<file path="src/rtl/mu0_mem_ctrl_if.sv">
// ============================================================================
// Module      : mu0_mem_ctrl_if
// Description : Request/ready bus between the MU0 control unit and its memory.
// Revision    : 1.0 - initial release
// ============================================================================
`default_nettype none

interface mu0_mem_ctrl_if #(
    parameter int DATA_W = 16,
    parameter int ADDR_W = 12
);
    logic              memrq;
    logic              rw;
    logic [ADDR_W-1:0] addr;
    logic [DATA_W-1:0] in_data;
    logic [DATA_W-1:0] out_data;
    logic              ready;
    logic              err;
    logic              busy;

    modport master (
        output memrq, rw, addr, in_data,
        input  out_data, ready, err, busy
    );

    modport slave (
        input  memrq, rw, addr, in_data,
        output out_data, ready, err, busy
    );
endinterface

`default_nettype wire

</file>
<file path="src/rtl/mu0_mem_ctrl.sv">
// ============================================================================
// Module      : mu0_mem_ctrl
// Description : MU0 single-port synchronous memory with programmable wait
//               states, one-cycle ready pulse and out-of-range error flag.
//               Optional macro MEM_ZEROIZE_EN clears memory after reset.
// Revision    : 1.0 - initial release
// ============================================================================
`default_nettype none

module mu0_mem_ctrl #(
    parameter int DATA_W      = 16,
    parameter int ADDR_W      = 12,
    parameter int DEPTH       = 32,
    parameter int WAIT_STATES = 0
) (
    input  wire logic       clk,
    input  wire logic       mem_rst_n,
    mu0_mem_ctrl_if.slave   bus
);

    localparam int               c_IDX_W     = (DEPTH > 1) ? $clog2(DEPTH) : 1;
    localparam logic [ADDR_W:0]  c_DEPTH     = (ADDR_W + 1)'(DEPTH);
    localparam logic [3:0]       c_WAIT_LOAD = (WAIT_STATES > 0) ? 4'(WAIT_STATES - 1) : 4'd0;

    typedef enum logic [1:0] {
        S_IDLE = 2'd0,
        S_BUSY = 2'd1,
        S_RESP = 2'd2
`ifdef MEM_ZEROIZE_EN
        ,
        S_INIT = 2'd3
`endif
    } state_t;

`ifdef MEM_ZEROIZE_EN
    localparam state_t              c_RST_STATE = S_INIT;
    localparam logic [c_IDX_W-1:0]  c_LAST_IDX  = c_IDX_W'(DEPTH - 1);
    logic [c_IDX_W-1:0]             r_init_idx;
`else
    localparam state_t              c_RST_STATE = S_IDLE;
`endif

    state_t              r_state;
    state_t              w_next;
    logic [3:0]          r_cnt;
    logic [3:0]          w_cnt_next;
    logic                r_rw;
    logic [ADDR_W-1:0]   r_addr;
    logic [DATA_W-1:0]   r_wdata;
    logic [DATA_W-1:0]   r_out_data;
    logic                r_oor;
    logic [DATA_W-1:0]   r_mem [DEPTH];

    logic                w_take;
    logic                w_commit;
    logic                w_acc_rw;
    logic [ADDR_W-1:0]   w_acc_addr;
    logic [DATA_W-1:0]   w_acc_wdata;
    logic                w_in_range;
    logic [c_IDX_W-1:0]  w_idx;
    logic                w_mem_we;
    logic [c_IDX_W-1:0]  w_mem_idx;
    logic [DATA_W-1:0]   w_mem_wdata;
    logic                w_rd_en;

    // With zero wait states the access commits on the request edge itself,
    // so the live bus values are used instead of the latched copies.
    assign w_take      = (r_state == S_IDLE) && bus.memrq;
    assign w_acc_rw    = (r_state == S_IDLE) ? bus.rw      : r_rw;
    assign w_acc_addr  = (r_state == S_IDLE) ? bus.addr    : r_addr;
    assign w_acc_wdata = (r_state == S_IDLE) ? bus.in_data : r_wdata;
    assign w_in_range  = {1'b0, w_acc_addr} < c_DEPTH;
    assign w_idx       = w_acc_addr[c_IDX_W-1:0];

    always_comb begin
        w_next      = r_state;
        w_cnt_next  = r_cnt;
        w_commit    = 1'b0;
        w_mem_we    = 1'b0;
        w_mem_idx   = w_idx;
        w_mem_wdata = w_acc_wdata;
        w_rd_en     = 1'b0;
        case (r_state)
            S_IDLE: begin
                if (bus.memrq) begin
                    if (WAIT_STATES > 0) begin
                        w_next     = S_BUSY;
                        w_cnt_next = c_WAIT_LOAD;
                    end else begin
                        w_next   = S_RESP;
                        w_commit = 1'b1;
                    end
                end
            end
            S_BUSY: begin
                if (r_cnt == 4'd0) begin
                    w_next   = S_RESP;
                    w_commit = 1'b1;
                end else begin
                    w_cnt_next = r_cnt - 4'd1;
                end
            end
            S_RESP: begin
                w_next = S_IDLE;
            end
`ifdef MEM_ZEROIZE_EN
            S_INIT: begin
                w_mem_we    = 1'b1;
                w_mem_idx   = r_init_idx;
                w_mem_wdata = '0;
                if (r_init_idx == c_LAST_IDX) begin
                    w_next = S_IDLE;
                end
            end
`endif
            default: begin
                w_next = S_IDLE;
            end
        endcase
        if (w_commit && w_in_range) begin
            w_mem_we = !w_acc_rw;
            w_rd_en  = w_acc_rw;
        end
    end

    always_ff @(posedge clk) begin
        if (!mem_rst_n) begin
            r_state    <= c_RST_STATE;
            r_cnt      <= 4'd0;
            r_rw       <= 1'b0;
            r_addr     <= '0;
            r_wdata    <= '0;
            r_out_data <= '0;
            r_oor      <= 1'b0;
        end else begin
            r_state <= w_next;
            r_cnt   <= w_cnt_next;
            if (w_take) begin
                r_rw    <= bus.rw;
                r_addr  <= bus.addr;
                r_wdata <= bus.in_data;
            end
            if (w_rd_en) begin
                r_out_data <= r_mem[w_idx];
            end
            if (w_commit) begin
                r_oor <= !w_in_range;
            end
        end
    end

`ifdef MEM_ZEROIZE_EN
    always_ff @(posedge clk) begin
        if (!mem_rst_n) begin
            r_init_idx <= '0;
        end else if (r_state == S_INIT) begin
            r_init_idx <= r_init_idx + 1'b1;
        end
    end
`endif

    // Gating on reset drops a pending write when reset aborts the access.
    always_ff @(posedge clk) begin
        if (mem_rst_n && w_mem_we) begin
            r_mem[w_mem_idx] <= w_mem_wdata;
        end
    end

    assign bus.out_data = r_out_data;
    assign bus.ready    = (r_state == S_RESP);
    assign bus.err      = (r_state == S_RESP) && r_oor;
    assign bus.busy     = (r_state != S_IDLE);

endmodule

`default_nettype wire

</file>
<file path="src/flat_wrapper.sv">
// flat-port wrapper written by rule: the top's interface ports become plain ports
module mu0_mem_ctrl_flat 
#(
    parameter int DATA_W      = 16,
    parameter int ADDR_W      = 12,
    parameter int DEPTH       = 32,
    parameter int WAIT_STATES = 0
)
  (clk, mem_rst_n, bus_memrq, bus_rw, bus_addr, bus_in_data, bus_out_data, bus_ready, bus_err, bus_busy);
  mu0_mem_ctrl_if #(.DATA_W(DATA_W), .ADDR_W(ADDR_W)) bus_i ();
  input  wire logic clk;
  input  wire logic mem_rst_n;
  input wire logic [$bits(bus_i.memrq)-1:0] bus_memrq;
  input wire logic [$bits(bus_i.rw)-1:0] bus_rw;
  input wire logic [$bits(bus_i.addr)-1:0] bus_addr;
  input wire logic [$bits(bus_i.in_data)-1:0] bus_in_data;
  output wire logic [$bits(bus_i.out_data)-1:0] bus_out_data;
  output wire logic [$bits(bus_i.ready)-1:0] bus_ready;
  output wire logic [$bits(bus_i.err)-1:0] bus_err;
  output wire logic [$bits(bus_i.busy)-1:0] bus_busy;
  assign bus_i.memrq = bus_memrq;
  assign bus_i.rw = bus_rw;
  assign bus_i.addr = bus_addr;
  assign bus_i.in_data = bus_in_data;
  assign bus_out_data = bus_i.out_data;
  assign bus_ready = bus_i.ready;
  assign bus_err = bus_i.err;
  assign bus_busy = bus_i.busy;
  mu0_mem_ctrl #(.DATA_W(DATA_W), .ADDR_W(ADDR_W), .DEPTH(DEPTH), .WAIT_STATES(WAIT_STATES)) u_core (.clk(clk), .mem_rst_n(mem_rst_n), .bus(bus_i));
endmodule
</file>
<file path="config.mk">
export PLATFORM = sky130hd
export DESIGN_NAME = mu0_mem_ctrl_flat
export DESIGN_NICKNAME = d
export VERILOG_FILES = /design/src/rtl/mu0_mem_ctrl_if.sv /design/src/rtl/mu0_mem_ctrl.sv /design/src/flat_wrapper.sv
export SDC_FILE = /design/constraint.sdc
export NUM_CORES = 1
export LEC_CHECK = 0
export CAP_MARGIN = 15
export CELL_PAD_IN_SITES_DETAIL_PLACEMENT = 1
export CELL_PAD_IN_SITES_GLOBAL_PLACEMENT = 2
export CORE_UTILIZATION = 25
export CTS_CLUSTER_DIAMETER = 30
export CTS_CLUSTER_SIZE = 14
export DETAILED_ROUTE_END_ITERATION = 10
export PLACE_DENSITY = 0.46
export SLEW_MARGIN = 20
export SYNTH_ARGS = -nofsm -noshare
export SYNTH_HDL_FRONTEND = slang
export SYNTH_SLANG_ARGS = --single-unit
</file>
<file path="constraint.sdc">
create_clock -name clk -period 3.6 [get_ports clk]
set_input_delay 0.72 -clock clk [delete_from_list [all_inputs] [get_ports clk]]
set_output_delay 0.72 -clock clk [all_outputs]
set_load 0.02 [all_outputs]
</file>
## Yosys cells after proc, flatten, opt, wreduce, memory -nomap -nowiden

Memories as Yosys holds them, arrays and structs flattened. A register that Yosys moved wholly into a read port is not among the register bits.
Cells that the tools add are included.

- Add/subtract/negate cells: 1
- $mul: 0
- Divide/modulo/power cells: 0
- $lt $le $gt $ge: 1
- Eq/ne operators: 4
- Shifts and indexed selects: 0
- Muxes and demuxes: 13
- Bitwise operators: 1
- Reductions and logical operators: 12

Operators by type and width:

| cell | count |
|---|---|
| $mux 16 | 1 |
| $lt 12x6->1 const B | 1 |
| $mux 12 | 1 |
| $mux 1 | 7 |
| $logic_and 1x1->1 | 4 |
| $logic_not 4->1 | 1 |
| $mux 2 | 2 |
| $pmux 2 s2 | 1 |
| $reduce_and 2->1 | 2 |
| $sub 4x1->4 const B | 1 |
| $logic_not 1->1 | 3 |
| $eq 2x1->1 const B | 1 |
| $eq 2x2->1 const B | 1 |
| $logic_not 2->1 | 1 |
| $ne 2x1->1 const B | 1 |
| $ne 2x2->1 const B | 1 |
| $pmux 1 s2 | 1 |
| $reduce_bool 2->1 | 1 |
| $not 1->1 | 1 |

- Register bits: 36
- Bits in latches: 0
- Memory bits (writable): 512
- Memory bits (read-only): 0
- Input port bits: 32
- Output and inout bits: 19
- Word-level logic and storage cells: 39
- Memories: 1

Memories:

| name | words | bits a word | rd ports | clocked after Yosys merged registers in | wr ports | RTL line | RTL |
|---|---|---|---|---|---|---|---|
| u_core.r_mem | 32 | 16 | 1 | 1 | 1 | mu0_mem_ctrl.sv:52 | `logic [DATA_W-1:0] r_mem [DEPTH];` |

## Depth between registers and ports, before layout

Gate-level depths: netlist of the first run.

- Word-level depth: 8
- Depth in mapped cells: 10
- Depth with buffers taken out: 6

## Worst setup path after synthesis of the first run

No wires, ideal clock.

- Path kind: input-to-reg
- Start: input bus_addr[1]
- End: memory u_core.r_mem[16][0], enable pin
- Setup time: 0.388 ns
- Arrival: 2.623 ns
- Required time: 3.212 ns
- Slack: 0.589 ns
- Stages on the path: 8
- Buffers on the path: 4
- Path through: mux2_4 -> buf_6 -> buf_6 -> buf_6 -> buf_2 -> nor2_1 -> nand2_1 -> nor2_1

- Cells in the longest elaborated chain, start to end: 7

Ends and longest elaborated chain:

| element | RTL line | RTL |
|---|---|---|
| start: declaration | flat_wrapper.sv:15 | `input wire logic [$bits(bus_i.addr)-1:0] bus_addr;` |
| $mux 12 * | mu0_mem_ctrl.sv:70 | `assign w_acc_addr = (r_state == S_IDLE) ? bus.addr : r_addr;` |
| $lt 12x6->1 | mu0_mem_ctrl.sv:72 | `assign w_in_range = {1'b0, w_acc_addr} < c_DEPTH;` |
| $logic_and 1x1->1 | mu0_mem_ctrl.sv:120 | `if (w_commit && w_in_range) begin` |
| $mux 1 | mu0_mem_ctrl.sv:120 |  |
| $logic_and 1x1->1 | mu0_mem_ctrl.sv:164 | `if (mem_rst_n && w_mem_we) begin` |
| $mux 1 | mu0_mem_ctrl.sv:164 |  |
| $mux 1 (implied by the code) | mu0_mem_ctrl.sv:165 | `r_mem[w_mem_idx] <= w_mem_wdata;` |
| end: declaration | mu0_mem_ctrl.sv:52 |  |

Every way passes the cells marked *; elsewhere a longest branch is shown, timed or not.

## Worst setup path after layout of the first run

- Start: register u_core.r_state[1]
- End: output bus_err

- Cells in the longest elaborated chain, start to end: 2

Ends and longest elaborated chain:

| element | RTL line | RTL |
|---|---|---|
| start: declaration | mu0_mem_ctrl.sv:43 | `state_t r_state;` |
| start signal: assignment | mu0_mem_ctrl.sv:128 | `r_state <= c_RST_STATE;` |
| start signal: assignment | mu0_mem_ctrl.sv:136 | `r_state <= w_next;` |
| $eq 2x2->1 | mu0_mem_ctrl.sv:171 | `assign bus.err = (r_state == S_RESP) && r_oor;` |
| $logic_and 1x1->1 | mu0_mem_ctrl.sv:171 |  |
| end: declaration | flat_wrapper.sv:19 | `output wire logic [$bits(bus_i.err)-1:0] bus_err;` |

Every way passes these cells.

==> impl_metrics.csv, run 1 <==
group,metric,value,unit
run,cap_violations,0,
cts,post_cts_buffers,0,
sta,rsz0062_at_grt,"false",
cts,ctsHoldBuffers,0,
cells_and_area,final_common_cell,"edfxtp_1",
cts,root_buffer,"clkbuf_16",
worst_setup_path,reg2reg_slack,580,ps
sta,clock_skew,28.09,ps
placed_design,hpwl,44780,µm
placed_design,gp_congestion,0.7476,
cells_and_area,fill_cells,8434,
grt,globalRouteMet1Util,23.36,%
cells_and_area,mostFrequentLayoutCells,"512 x edfxtp_1, 153 x a22oi_1, 146 x clkbuf_16, 95 x nand2_1, 95 x buf_4",
synthesis,ys_seq_area_share,76.72,%
sta,fin_crit,3063,ps
cts,cts_tree,"done",
synthesis,ys_ff_latch,551,
cells_and_area,nNetsFinal,1553,
sta,max_freq,326.4,MHz
grt,antenna_found_initial,2,
worst_setup_path,crit_arrival,2340,ps
routing,num_vias,12937,
cts,cts_buffer_depth,3,
worst_setup_path,cp_max_fo,18,
sta,drv_slew,0,
grt,gr-total-overflow,0,
synthesis,avgSynthCellArea,16.43,µm²
synthesis,postSynthCellCount,1282,
cells_and_area,final_cells,2719,
floorplanning,num_io_pins,51,
sta,tightest_slew,962.0,ps
cells_and_area,drive_above_1_share,26.31,%
grt,grt_pass1_vias,14126,
synthesis,yosys-top-cells-area,"edfxtp_1 73%, a22oi_1 5.6%, dfxtp_1 3.7%",
worst_setup_path,critPathSlowestCell,"dfxtp_2",
worst_setup_path,worstSetupStartpoint,"u_core.r_state[1]$_SDFFE_PN0P_",
sta,relSlewSlack,34.21,%
routing,drt_iter0_markers,991,
routing,drt-total-wl,73230,µm
worst_setup_path,cp.required,2880,ps
synthesis,netlist_area,21060,µm²
routing,wl_per_cell,26.93,µm
sta,hold_violations,0,
grt,grt_busiest_layer,"met2",
floorplanning,start_util,25.20,%
worst_setup_path,path_class,"reg -> out",
grt,grt_usage,17.37,%
min_path,min_from,"u_core.r_wdata[7]$_SDFFE_PN0P_",
routing,firstDrtPassIters,5,
floorplanning,rows,106,
synthesis,yosys.area.top_type_share,73.01,%
synthesis,ys_warn_count,0,
cts,cts-buffers-inserted,141,
power,powerDensity,715.0,nW/µm²
grt,grt_max_degree,51,
floorplanning,die_h,292.2,µm
cells_and_area,area_growth,37.03,%
worst_setup_path,crit_path_end_kind,"output port",
cts,cts.htree.levels,4,
worst_setup_path,crit_chain,"buf_4 > and2_1 > clkdlybuf4s50_1",
floorplanning,dieArea,85400,µm²
placed_design,dp.cells,2458,
cts,clk_latency,700,ps
grt,grt.met3_usage,3.498,%
grt,grt_pass1_wl,104800,µm
power,vdd_drop_max,0.0003943,V
worst_setup_path,reg2reg_from,"u_core.r_state[1]$_SDFFE_PN0P_",
worst_setup_path,cpPeakStageDelay,630,ps
placed_design,port_buffers,50,
synthesis,synth_largest_area_cell,"edfxtp_1",
placed_design,dpl_cell_area,24040,µm²
cts,cts_resized,0,
sta,setup_violations,0,
grt,use_met2,27.44,%
sta,period_share,85.09,%
min_path,hp-class,"reg -> reg",
synthesis,synthDistinctLibCells,47,
routing,avgViaCountPerCell,4.758,
routing,route.detailed.drc,0,
power,p_leak,9.569,nW
cells_and_area,finalInstanceArea,28860,µm²
routing,drtAntennaViolNets,0,
cts,cts.sinks,551,
synthesis,syn_nets,1314,
power,total_power,20.63,mW
floorplanning,die_x,292.2,µm
cts,clkTransAtPathRegs,40,ps
worst_setup_path,start_kind,"flip-flop",
floorplanning,core_area,83560,µm²
run_status,outcome,"finished clean",
## worst max-delay path: cells and delay by family, from the launching register on
family | cells | cell delay [ps]
DFF | 1 | 630
buffers and inverters | 2 | 890
and+or+nand+nor | 1 | 140
## through the flow
stage               TNS [ps]  setup slack [ps]  hold slack (ps)  utilization [%]
floorplan                  0             588.6            439.9                -
global placement      -475.2            -376.9            447.2            28.77
detailed placement         0             13.15            461.4            28.77
CTS                        0             486.8            468.2            34.53
global route               0             388.0            495.2            34.53
finish                     0             536.7            462.8            34.54
## report_power, final
part,internal (mW),total (mW),switching (mW)
Sequential,7.09,7.11,0.0179
Combinational,0.316,0.942,0.625
Clock,8.82,12.6,3.77
## layout make-up
cell class / count / area, µm² / area share, %
clock inverters: 78 / 934.6 / 3.239
well taps: 1080 / 1351 / 4.683
repair buffers: 177 / 1849 / 6.408
inverters: 9 / 33.78 / 0.1171
clock buffers: 182 / 3879 / 13.44
flip-flops and latches: 551 / 16160 / 55.99
diodes: 1 / 2.502 / 0.008672
multi-input cells: 641 / 4651 / 16.12
## cells by family after synthesis
family / Yosys count / share of synthesized area [%]
flip-flops: 551 / 76.72
buffers and inverters: 90 / 2.133
AND/OR/NAND/NOR: 217 / 4.724
AO/OA/AOI/OAI: 354 / 11.46
multiplexers: 70 / 4.967
## worst paths after layout
check / cells past startpoint / to
setup / recovery: 3 / bus_err
hold / removal: 2 / u_core.r_wdata[7]$_SDFFE_PN0P_
setup reg to reg: 9 / u_core.bus.out_data[5]$_SDFFE_PN0P_
hold reg to reg: 2 / u_core.r_wdata[7]$_SDFFE_PN0P_
## sequential cells by signal, summed over array words and instances (netlist names)
name                 cells
u_core.r_state           1
u_core.bus.out_data     16
u_core.r_wdata          16
u_core.r_mem           512
u_core.r_oor             1
u_core.r_addr            5
## Yosys cell counts, drive strengths merged
cell	count
mux4	25
a21boi	21
mux2	17
nand2b	3
o21a	12
o21ai	22
a2111oi	13
and3b	2
nor2b	16
a31oi	16
nor4	15
mux2i	28
a21oi	89
nand3b	1
nand4	4
and3	1
nor3	17
clkbuf	41
o221ai	2
and4b	1
o32ai	5
o22ai	13
and2	3
nand2	95
nor3b	2
nor2	42
dfxtp	39
edfxtp	512
clkinv	3
nand3	12
a22oi	156
o22a	2
buf	40
or2	2
or2b	1
inv	6
a32oi	3
## routing by layer
metal,vias up,wire length [µm]
li1,5709,-
met1,6822,33800
met2,300,34630
met3,106,2832
met4,0,1961
met5,-,0
No activity file was read; power rests on OpenSTA's default activity.
==> inputs of run 2 (changes only) <==
--- a/config.mk
+++ b/config.mk
@@ -8,11 +8,12 @@
 export CAP_MARGIN = 15
 export CELL_PAD_IN_SITES_DETAIL_PLACEMENT = 1
 export CELL_PAD_IN_SITES_GLOBAL_PLACEMENT = 2
-export CORE_UTILIZATION = 25
+export CORE_UTILIZATION = 46
 export CTS_CLUSTER_DIAMETER = 30
 export CTS_CLUSTER_SIZE = 14
 export DETAILED_ROUTE_END_ITERATION = 10
-export PLACE_DENSITY = 0.46
+export PLACE_DENSITY = 0.76
+export REMOVE_ABC_BUFFERS = 1
 export SLEW_MARGIN = 20
 export SYNTH_ARGS = -nofsm -noshare
 export SYNTH_HDL_FRONTEND = slang
==> run 2 against run 1 <==
Net effect: clock power down 16%; via count grew 1.6%; largest power group unchanged; power decreased by 9.8%; register-to-register slack lost 170 ps; critical endpoint is now u_core.bus.out_data[4]$_SDFFE_PN0P_; sequential share of layout area up 3.7 points.
==> impl_metrics.csv, run 2 (synthesized netlist as in run 1, its figures left out) <==
group,metric,value,unit
routing,route.detailed.drc,0,
sta,clock_skew,20.53,ps
sta,max_freq,313.6,MHz
worst_setup_path,path_class,"reg -> reg",
routing,avgViaCountPerCell,6.049,
cells_and_area,regArea,16160,µm²
floorplanning,die_h,216.0,µm
run,cap_violations,0,
min_path,hold_depth,2,
cells_and_area,diodes,0,
power,p_clk_share,57.2,%
cells_and_area,multiInputGateArea,4644,µm²
routing,firstDrtPassIters,5,
cts,root_buffer,"clkbuf_16",
cts,cts.sinks,551,
power,p_switching,4.062,mW
grt,grt_max_degree,77,
cells_and_area,final_common_cell,"edfxtp_1",
worst_setup_path,cp_max_fo,35,
worst_setup_path,cp.required,4120,ps
worst_setup_path,rr_worst_depth,8,
sta,setup_violations,0,
placed_design,gp_congestion,0.8026,
cells_and_area,mostFrequentLayoutCells,"512 x edfxtp_1, 153 x a22oi_1, 111 x clkbuf_16, 96 x buf_4, 95 x nand2_1",
power,p_seq_share,38.1,%
cts,ctsHoldBuffers,0,
power,powerDensity,687.8,nW/µm²
power,p_comb_share,4.7,%
floorplanning,core_area,45280,µm²
sta,period_share,88.59,%
routing,drt_iter0_markers,1399,
sta,tightest_slew,860.4,ps
routing,wl_per_cell,30.23,µm
floorplanning,start_util,46.50,%
routing,num_vias,13139,
grt,gr-total-overflow,0,
power,p_leak,9.025,nW
cts,clk_latency,650,ps
sta,relSlewSlack,41.16,%
cts,cts_tree,"done",
placed_design,dpl_cell_area,23160,µm²
cells_and_area,largest_register,"u_core.r_mem",
cells_and_area,nNetsFinal,1509,
grt,grt_usage,28.66,%
floorplanning,rows,78,
sta,hold_violations,0,
cells_and_area,area_growth,28.54,%
cells_and_area,finalInstanceArea,27070,µm²
power,p_int,14.56,mW
floorplanning,dieArea,46640,µm²
cts,post_cts_buffers,0,
placed_design,port_buffers,50,
cts,cts_resized,0,
cells_and_area,largest_reg_flops,512,
sta,hold_slack,461.0,ps
floorplanning,num_io_pins,51,
worst_setup_path,crit_path_end_kind,"flip-flop",
routing,drt-total-wl,65670,µm
cts,clkTransAtPathRegs,50,ps
cts,cts.htree.levels,3,
power,vdd_drop_max,0.0004887,V
run_status,outcome,"finished clean",
sta,drv_slew,0,
cells_and_area,fill_cells,4075,
power,p_sw_share,21.81,%
cts,cts_buffer_depth,3,
grt,antenna_found_initial,1,
grt,grt_pass1_wl,95340,µm
floorplanning,die_x,216.0,µm
worst_setup_path,start_kind,"flip-flop",
placed_design,hpwl,38420,µm
grt,grt_pass1_vias,14204,
cells_and_area,drive_above_1_share,24.94,%
sta,rsz0062_at_grt,"false",
routing,drtAntennaViolNets,0,
sta,fin_crit,3189,ps
cts,cts-buffers-inserted,110,
min_path,hp-class,"reg -> reg",
worst_setup_path,crit_arrival,3710,ps
-- run 2: final timing paths --
kind	startpoint	to	slack [ps]
worst max-delay path	u_core.r_state[1]$_SDFFE_PN0P_	u_core.bus.out_data[4]$_SDFFE_PN0P_	410
worst min-delay path	u_core.r_wdata[1]$_SDFFE_PN0P_	u_core.r_wdata[1]$_SDFFE_PN0P_	460
worst max register to register	u_core.r_state[1]$_SDFFE_PN0P_	u_core.bus.out_data[4]$_SDFFE_PN0P_	410
worst min register to register	u_core.r_wdata[1]$_SDFFE_PN0P_	u_core.r_wdata[1]$_SDFFE_PN0P_	460
-- run 2: metrics by stage --
stage / power (mW) / instances / util, % / setup WS (ps) / TNS, ps
finish: 18.62 / 2172 / 59.78 / 410.8 / 0
global route: 19.05 / 2172 / 59.78 / 218.5 / 0
CTS: 18.72 / 2172 / 59.77 / 401.1 / 0
detailed placement: 8.071 / 1965 / 51.14 / 49.59 / 0
global placement: 8.051 / 1965 / 51.14 / 11.69 / 0
floorplan: 7.648 / 1201 / - / -2313 / -644470
-- run 2: area by class of cell --
class	count	share of cell area [%]
sequential	551	59.69
multi-input combinational	641	17.16
clock buffer	132	10.74
timing repair buffer	164	5.824
clock inverter	75	3.698
tap	600	2.773
inverter	9	0.1248
-- run 2: per-layer routing --
| metal | track usage [%] | vias up | wire (µm) |
|---|---|---|---|
| li1 | - | 5586 | - |
| met1 | 36.27 | 6850 | 25940 |
| met2 | 47.55 | 577 | 32830 |
| met5 | 0 | - | 0 |
| met4 | 11.64 | 0 | 2185 |
| met3 | 6.850 | 126 | 4710 |
-- run 2: power groups by stage --
| stage | Clock (mW) | Sequential, mW | Combinational [mW] |
|---|---|---|---|
| after detailed placement | 0 | 7.21 | 0.858 |
| after CTS | 10.8 | 7.10 | 0.876 |
| final | 10.6 | 7.10 | 0.879 |
| after global routing | 11.0 | 7.09 | 0.927 |
| after floorplan | 0 | 7.21 | 0.440 |
| after global placement | 0 | 7.21 | 0.839 |
-- run 2: worst max-delay path: stages (launching register included) --
cell	delay (ps)
dfxtp_2	650
nor3_1	220
or2_2	510
buf_12	270
a22oi_1	190
a21oi_1	110
a2111oi_0	780
buf_4	220
a31oi_1	80
